--- src/rtl/ps2_dev_tx_if.sv ---
// Transmit request/status bundle between a client and the PS/2 device transmitter.
interface ps2_dev_tx_if;
    logic       tx_en_i;
    logic [7:0] tx_data_i;
    logic       tx_busy_o;
    logic       tx_done_o;
    logic       tx_fail_o;

    // Client side: issues requests, observes status.
    modport master (
        output tx_en_i,
        output tx_data_i,
        input  tx_busy_o,
        input  tx_done_o,
        input  tx_fail_o
    );

    // Transmitter side: accepts requests, reports status.
    modport slave (
        input  tx_en_i,
        input  tx_data_i,
        output tx_busy_o,
        output tx_done_o,
        output tx_fail_o
    );
endinterface

--- src/rtl/ps2_dev_tx.sv ---
// PS/2 device-to-host byte transmitter. Generates the CLK line itself, waits
// for an idle bus before starting, and aborts if the host inhibits CLK.
module ps2_dev_tx #(
    parameter int CLK_FREQ   = 50000000,
    parameter int HALF_TICKS = 8
) (
    input  logic         clk_i,
    input  logic         rst_i,
    ps2_dev_tx_if.slave  tx,
    input  logic         ps2_clk_i,
    input  logic         ps2_data_i,
    output logic         ps2_clk_oe_o,
    output logic         ps2_data_oe_o
);
    localparam int PRESCALE    = CLK_FREQ / 200000;
    localparam int PRE_W       = (PRESCALE > 1) ? $clog2(PRESCALE) : 1;
    localparam int SETUP_TICKS = HALF_TICKS / 2;

    typedef enum logic [2:0] {
        ST_IDLE      = 3'd0,
        ST_WAIT_IDLE = 3'd1,
        ST_SETUP     = 3'd2,
        ST_CLK_LOW   = 3'd3,
        ST_CLK_HIGH  = 3'd4,
        ST_DONE      = 3'd5,
        ST_FAIL      = 3'd6
    } state_t;

    // Odd parity: parity bit makes the count of ones over data+parity odd.
    function automatic logic odd_parity(input logic [7:0] d);
        return ~(^d);
    endfunction

    logic [1:0]       clk_sync_r;
    logic [1:0]       data_sync_r;
    logic             clk_s;
    logic             data_s;
    logic [PRE_W-1:0] pre_cnt_r;
    logic             tick_s;
    logic [3:0]       idle_cnt_r;
    logic             line_idle_s;

    state_t           state_r, state_nxt;
    logic [3:0]       idx_r, idx_nxt;
    logic [7:0]       tcnt_r, tcnt_nxt;
    logic [10:0]      frame_r, frame_nxt;

    logic             clk_oe_s, data_oe_s, busy_s, done_s, fail_s;
    logic             clk_oe_r, data_oe_r, busy_r, done_r, fail_r;

    assign clk_s       = clk_sync_r[1];
    assign data_s      = data_sync_r[1];
    assign tick_s      = (pre_cnt_r == PRE_W'(PRESCALE - 1));
    assign line_idle_s = (idle_cnt_r == 4'd10);

    // Two-stage synchronizers for the asynchronous bus lines (idle level is high).
    always_ff @(posedge clk_i or posedge rst_i) begin
        if (rst_i) begin
            clk_sync_r  <= 2'b11;
            data_sync_r <= 2'b11;
        end else begin
            clk_sync_r  <= {clk_sync_r[0], ps2_clk_i};
            data_sync_r <= {data_sync_r[0], ps2_data_i};
        end
    end

    // Free-running prescaler producing the 5 us tick.
    always_ff @(posedge clk_i or posedge rst_i) begin
        if (rst_i) begin
            pre_cnt_r <= '0;
        end else if (tick_s) begin
            pre_cnt_r <= '0;
        end else begin
            pre_cnt_r <= pre_cnt_r + PRE_W'(1);
        end
    end

    // Bus-idle detector: both lines high for 10 consecutive ticks.
    always_ff @(posedge clk_i or posedge rst_i) begin
        if (rst_i) begin
            idle_cnt_r <= 4'd0;
        end else if (!clk_s || !data_s) begin
            idle_cnt_r <= 4'd0;
        end else if (tick_s && !line_idle_s) begin
            idle_cnt_r <= idle_cnt_r + 4'd1;
        end else begin
            idle_cnt_r <= idle_cnt_r;
        end
    end

    // FSM state and datapath registers.
    always_ff @(posedge clk_i or posedge rst_i) begin
        if (rst_i) begin
            state_r <= ST_IDLE;
            idx_r   <= 4'd0;
            tcnt_r  <= 8'd0;
            frame_r <= 11'd0;
        end else begin
            state_r <= state_nxt;
            idx_r   <= idx_nxt;
            tcnt_r  <= tcnt_nxt;
            frame_r <= frame_nxt;
        end
    end

    // Next-state logic. Phase changes happen only on ticks so every phase
    // lasts a whole number of tick periods. Host inhibit is only honoured
    // once a tick has passed in the phase, giving the released CLK line time
    // to propagate through the synchronizer.
    always_comb begin
        state_nxt = state_r;
        idx_nxt   = idx_r;
        tcnt_nxt  = tcnt_r;
        frame_nxt = frame_r;
        case (state_r)
            ST_IDLE: begin
                if (tx.tx_en_i) begin
                    frame_nxt = {1'b1, odd_parity(tx.tx_data_i), tx.tx_data_i, 1'b0};
                    state_nxt = ST_WAIT_IDLE;
                end else begin
                    state_nxt = ST_IDLE;
                end
            end
            ST_WAIT_IDLE: begin
                if (line_idle_s && tick_s) begin
                    state_nxt = ST_SETUP;
                    idx_nxt   = 4'd0;
                    tcnt_nxt  = 8'd0;
                end else begin
                    state_nxt = ST_WAIT_IDLE;
                end
            end
            ST_SETUP: begin
                if (!clk_s && (tcnt_r != 8'd0)) begin
                    state_nxt = ST_FAIL;
                end else if (tick_s) begin
                    if (tcnt_r == 8'(SETUP_TICKS - 1)) begin
                        state_nxt = ST_CLK_LOW;
                        tcnt_nxt  = 8'd0;
                    end else begin
                        tcnt_nxt  = tcnt_r + 8'd1;
                    end
                end else begin
                    state_nxt = ST_SETUP;
                end
            end
            ST_CLK_LOW: begin
                if (tick_s) begin
                    if (tcnt_r == 8'(HALF_TICKS - 1)) begin
                        state_nxt = ST_CLK_HIGH;
                        tcnt_nxt  = 8'd0;
                    end else begin
                        tcnt_nxt  = tcnt_r + 8'd1;
                    end
                end else begin
                    state_nxt = ST_CLK_LOW;
                end
            end
            ST_CLK_HIGH: begin
                if (!clk_s && (tcnt_r != 8'd0)) begin
                    state_nxt = ST_FAIL;
                end else if (tick_s) begin
                    if (tcnt_r == 8'(SETUP_TICKS - 1)) begin
                        tcnt_nxt = 8'd0;
                        if (idx_r < 4'd10) begin
                            idx_nxt   = idx_r + 4'd1;
                            state_nxt = ST_SETUP;
                        end else begin
                            state_nxt = ST_DONE;
                        end
                    end else begin
                        tcnt_nxt = tcnt_r + 8'd1;
                    end
                end else begin
                    state_nxt = ST_CLK_HIGH;
                end
            end
            ST_DONE: state_nxt = ST_IDLE;
            ST_FAIL: state_nxt = ST_IDLE;
            default: state_nxt = ST_IDLE;
        endcase
    end

    // Output decode from the upcoming state so registered outputs line up with it.
    always_comb begin
        clk_oe_s  = 1'b0;
        data_oe_s = 1'b0;
        done_s    = 1'b0;
        fail_s    = 1'b0;
        busy_s    = (state_nxt != ST_IDLE);
        case (state_nxt)
            ST_SETUP:    data_oe_s = ~frame_nxt[idx_nxt];
            ST_CLK_HIGH: data_oe_s = ~frame_nxt[idx_nxt];
            ST_CLK_LOW: begin
                clk_oe_s  = 1'b1;
                data_oe_s = ~frame_nxt[idx_nxt];
            end
            ST_DONE:     done_s = 1'b1;
            ST_FAIL:     fail_s = 1'b1;
            default:     clk_oe_s = 1'b0;
        endcase
    end

    // Registered outputs; reset releases both lines and drops all status.
    always_ff @(posedge clk_i or posedge rst_i) begin
        if (rst_i) begin
            clk_oe_r  <= 1'b0;
            data_oe_r <= 1'b0;
            busy_r    <= 1'b0;
            done_r    <= 1'b0;
            fail_r    <= 1'b0;
        end else begin
            clk_oe_r  <= clk_oe_s;
            data_oe_r <= data_oe_s;
            busy_r    <= busy_s;
            done_r    <= done_s;
            fail_r    <= fail_s;
        end
    end

    assign ps2_clk_oe_o  = clk_oe_r;
    assign ps2_data_oe_o = data_oe_r;
    assign tx.tx_busy_o  = busy_r;
    assign tx.tx_done_o  = done_r;
    assign tx.tx_fail_o  = fail_r;
endmodule

--- src/flat_wrapper.sv ---
// flat-port wrapper written by rule: the top's interface ports become plain ports
module ps2_dev_tx_flat 
#(
    parameter int CLK_FREQ   = 50000000,
    parameter int HALF_TICKS = 8
)
  (clk_i, rst_i, ps2_clk_i, ps2_data_i, ps2_clk_oe_o, ps2_data_oe_o, tx_tx_en_i, tx_tx_data_i, tx_tx_busy_o, tx_tx_done_o, tx_tx_fail_o);
  ps2_dev_tx_if tx_i ();
  input  logic clk_i;
  input  logic rst_i;
  input  logic ps2_clk_i;
  input  logic ps2_data_i;
  output logic ps2_clk_oe_o;
  output logic ps2_data_oe_o;
  input wire logic [$bits(tx_i.tx_en_i)-1:0] tx_tx_en_i;
  input wire logic [$bits(tx_i.tx_data_i)-1:0] tx_tx_data_i;
  output wire logic [$bits(tx_i.tx_busy_o)-1:0] tx_tx_busy_o;
  output wire logic [$bits(tx_i.tx_done_o)-1:0] tx_tx_done_o;
  output wire logic [$bits(tx_i.tx_fail_o)-1:0] tx_tx_fail_o;
  assign tx_i.tx_en_i = tx_tx_en_i;
  assign tx_i.tx_data_i = tx_tx_data_i;
  assign tx_tx_busy_o = tx_i.tx_busy_o;
  assign tx_tx_done_o = tx_i.tx_done_o;
  assign tx_tx_fail_o = tx_i.tx_fail_o;
  ps2_dev_tx #(.CLK_FREQ(CLK_FREQ), .HALF_TICKS(HALF_TICKS)) u_core (.clk_i(clk_i), .rst_i(rst_i), .tx(tx_i), .ps2_clk_i(ps2_clk_i), .ps2_data_i(ps2_data_i), .ps2_clk_oe_o(ps2_clk_oe_o), .ps2_data_oe_o(ps2_data_oe_o));
endmodule
--- config.mk ---
export PLATFORM = sky130hd
export DESIGN_NAME = ps2_dev_tx_flat
export DESIGN_NICKNAME = d
export VERILOG_FILES = /design/src/rtl/ps2_dev_tx_if.sv /design/src/rtl/ps2_dev_tx.sv /design/src/flat_wrapper.sv
export SDC_FILE = /design/constraint.sdc
export NUM_CORES = 1
export LEC_CHECK = 0
export ABC_AREA = 1
export ABC_CLOCK_PERIOD_IN_PS = 2000
export BUFFER_PORTS_ARGS = -buffer_cell sky130_fd_sc_hd__buf_4
export CORE_MARGIN = 2
export CORE_UTILIZATION = 56
export CTS_BUF_LIST = sky130_fd_sc_hd__clkbuf_8
export DETAILED_ROUTE_END_ITERATION = 10
export PLACE_DENSITY = 0.83
export REMOVE_ABC_BUFFERS = 1
export SLEW_MARGIN = 15
export SYNTH_ARGS = -nofsm -noshare
export SYNTH_HDL_FRONTEND = slang
export SYNTH_SLANG_ARGS = --single-unit
--- constraint.sdc ---
create_clock -name clk_i -period 2 [get_ports clk_i]
set_clock_uncertainty 0.1 [all_clocks]
set_input_delay 0.2 -clock clk_i [delete_from_list [all_inputs] [get_ports clk_i]]
set_output_delay 0.2 -clock clk_i [all_outputs]
set_load 0.05 [all_outputs]
==> metrics.yaml <==
total_power_mw: 1.66
routedWlPerCell_um: 12.9
worstSetupEndpointType: "register"
cp_num_buf_inv: 3
max_stage_delay_ns: 0.38
hpwl_um: 4340
setup_slack_ns: -0.0900
violations: "negative setup slack"
drtIter0Drc: 158
start_util_pct: 58.6
drcViolationCount: 0
fp.dieW_um: 74.8
grt_usage_pct: 22.0
grt_max_degree: 27
status: "finished, violations left"
layout-drive-gt1-share_pct: 33.3
place_ws_ns: -0.0323
holdPathEnd: "u_core.frame_r[1]"
crit_chain: "ha_2, inv_2, nor2_4, nand2_4, nor2_4, nand3_4, nand2_4, nand2_4, buf_6, nand3_1, nand3_1, nand3_2, nand3_2, nand2_1, inv_1"
wl_met1_um: 2670
synth_top_flop_cell: "dfrtp_1"
stdcell_count: 482
area_delta_synth_final_pct: 25.5
gp_congestion: 0.953
async_flop_share_pct: 100
finalNetCount: 434
hp-class: "primary input to register"
clk_pin_slew_ns: 0.09
grt_overflow: 0
clock.fmax_mhz: 478
pin_count: 18
whs_path_depth: 3
drv_cap: 0
ir_worst_vdd_mv: 0.565
final_common_cell: "nand2_1"
cts_tree: "yes"
cts_buffer_depth: 2
synth_edf_count: 0
coreArea_um2: 4790
dp_cells: 460
fillers: 372
die_h_um: 74.8
cts_root_buf: "clkbuf_8"
antenna_found_initial: 0
num_rows: 25
worstSetupPathType: "register to register"
start_kind: "register"
syn_avg_cell_area_um2: 7.77
crit_path_frequent_cell: "nand2_4"
finalCritPeriodShare_pct: 104
setup_viol: 1
rsz0062_at_grt: "yes"
route.antenna.remaining_nets: 0
via_per_inst: 5.17
grt_first_pass_wirelength_um: 9430
hold_start: "tx_tx_data_i[0]"
leakagePower_nw: 1.81
worst_pin_slew_ns: 0.481
grt_pass1_vias: 2289
regArea_um2: 1180
cts-buffers-inserted: 5
final_hold_viol_count: 0
cp_data_arrival_time_ns: 2.20
drt_wl_total_um: 6230
reg2reg_from: "u_core.tcnt_r[0]"
clock_latency_ns: 0.31
mostFrequentLayoutCells: "70 x nand2_1, 43 x buf_4, 43 x dfrtp_1"
ys_seq_elements: 47
drv_slew: 0
diodes: 0
route.met3.wl_um: 200
r2r_end: "u_core.ps2_data_oe_o"
ys_seq_area_share_pct: 42.1
synth_cells: 361
clock_sinks: 47
syn-cell-area_um2: 2810
vias: 2491
met2_length_um: 3200
ys_warn_count: 0
cp_data_required_time_ns: 2.11
multi_input_area_um2: 1530
top_layer: "met4"
critPathSlowestCell: "dfrtp_1"
r2r_cells: 15
synth.distinct_cells: 38
period_minus_slack_ns: 2.09
power_density_nw_per_um2: 473
reg2reg_setup_slack_ns: -0.09
crit_path_max_fanout: 3
drt_pre_antenna_iters: 4
design.die.area_um2: 5590
placement.io_buffers: 17
utilization_pct: 73.6
path_delay_family: "simple AND/OR/NAND/NOR gates"
h-tree-depth: 2
max_slew_margin_pct: 67.9
==> worst max-delay path by stage <==
stage	from	to	slack, ns	cells after the start
2_1_floorplan	u_core.idle_cnt_r[0]	u_core.ps2_data_oe_o	0.14	17
3_3_place_gp	u_core.idle_cnt_r[0]	u_core.ps2_data_oe_o	0.02	17
3_5_place_dp	u_core.pre_cnt_r[1]	u_core.ps2_data_oe_o	-0.03	17
4_1_cts	u_core.tcnt_r[0]	u_core.ps2_data_oe_o	0.0005	17
5_1_grt	u_core.tcnt_r[0]	u_core.ps2_data_oe_o	-0.20	16
6_report	u_core.tcnt_r[0]	u_core.ps2_data_oe_o	-0.09	15
==> what timing repair did <==
item / 4_1_cts / 5_1_grt
setup buffers: 2 / 9
pin swaps: 1 / 23
endpoints found under the hold margin: 19 / 0
hold buffers: 3 / 0
gates resized for setup: 4 / 43
setup endpoints to repair: 1 / 7
==> registers in the layout, summed over array words and instances (netlist names) <==
register              flops
u_core.idx_r              4
u_core.ps2_clk_oe_o       1
u_core.data_sync_r        2
u_core.frame_r           11
u_core.clk_sync_r         2
u_core.tx.tx_fail_o       1
u_core.state_r            3
u_core.tx.tx_done_o       1
u_core.tx.tx_busy_o       1
u_core.ps2_data_oe_o      1
u_core.tcnt_r             8
u_core.pre_cnt_r          8
u_core.idle_cnt_r         4
==> synth_stat cells, types with 3 or more instances <==
library cell | number | share of area (%)
a21oi_1 | 11 | 2.0
a21oi_2 | 3 | 0.94
dfrtp_1 | 43 | 38
dfstp_2 | 4 | 3.7
ha_1 | 7 | 3.1
inv_1 | 51 | 6.8
inv_2 | 12 | 1.6
nand2_1 | 80 | 11
nand2_2 | 11 | 2.5
nand2_4 | 5 | 2.0
nand3_1 | 31 | 5.5
nand4_1 | 5 | 1.1
nor2_1 | 26 | 3.5
nor2_2 | 4 | 0.89
nor2_4 | 4 | 1.6
nor3_1 | 8 | 1.4
o21a_1 | 3 | 0.80
o21ai_0 | 10 | 1.8
o21ai_1 | 3 | 0.54
o31ai_1 | 3 | 0.80
or2_1 | 3 | 0.67
xnor2_1 | 5 | 1.6
xor2_1 | 7 | 2.2
==> through the flow <==
| step | hold slack, ns | instance area, um2 | setup TNS [ns] |
|---|---|---|---|
| finish | 0.0583 | 3520 | -0.0900 |
| detailed placement | 0.161 | 3140 | -0.0323 |
| CTS | 0.0476 | 3290 | 0 |
| global route | 0.0809 | 3520 | -0.283 |
| floorplan | 0.104 | 2790 | 0 |
| global placement | 0.151 | 3140 | 0 |
==> area by class of cell <==
class,count,share of cell area [%]
Sequential cell,47,33.5
Clock buffer,5,1.95
Clock inverter,3,0.569
Tap cell,67,2.38
Inverter,66,7.07
Timing Repair Buffer,48,10.9
Multi-Input combinational cell,246,43.6
==> worst register-to-register path, stage by stage (launching register included) <==
cell     delay, ns
dfrtp_1       0.38
ha_2          0.20
inv_2         0.05
nor2_4        0.11
nand2_4       0.08
nor2_4        0.19
nand3_4       0.10
nand2_4       0.12
nand2_4       0.08
buf_6         0.12
nand3_1       0.05
nand3_1       0.13
nand3_2       0.11
nand3_2       0.08
nand2_1       0.06
inv_1         0.04
==> cell families (layout without fill, tap and decap cells) <==
| logic type | count (synthesis) | in the layout | share of synthesized area, % |
|---|---|---|---|
| adders and majority gates | 7 | 7 | 3.12 |
| DFF | 47 | 47 | 42.1 |
| AOI/OAI and AO/OA | 34 | 34 | 7.09 |
| buffers and inverters | 68 | 122 | 9.32 |
| and+or+nand+nor | 193 | 193 | 34.6 |
| xor gates and xnor gates | 12 | 12 | 3.75 |
==> layer usage <==
metal / track usage, % / vias to the layer above
li1: - / 1244
met1: 26.0 / 1179
met2: 39.5 / 51
met3: 4.69 / 17
met4: 7.94 / 0
met5: 0 / -
==> report_power, final <==
group	internal, mW	switching, mW
clock	0.244	0.344
combinational	0.0511	0.0632
sequential	0.959	0.00359
Note: power is estimated with default switching activity, not from simulation.
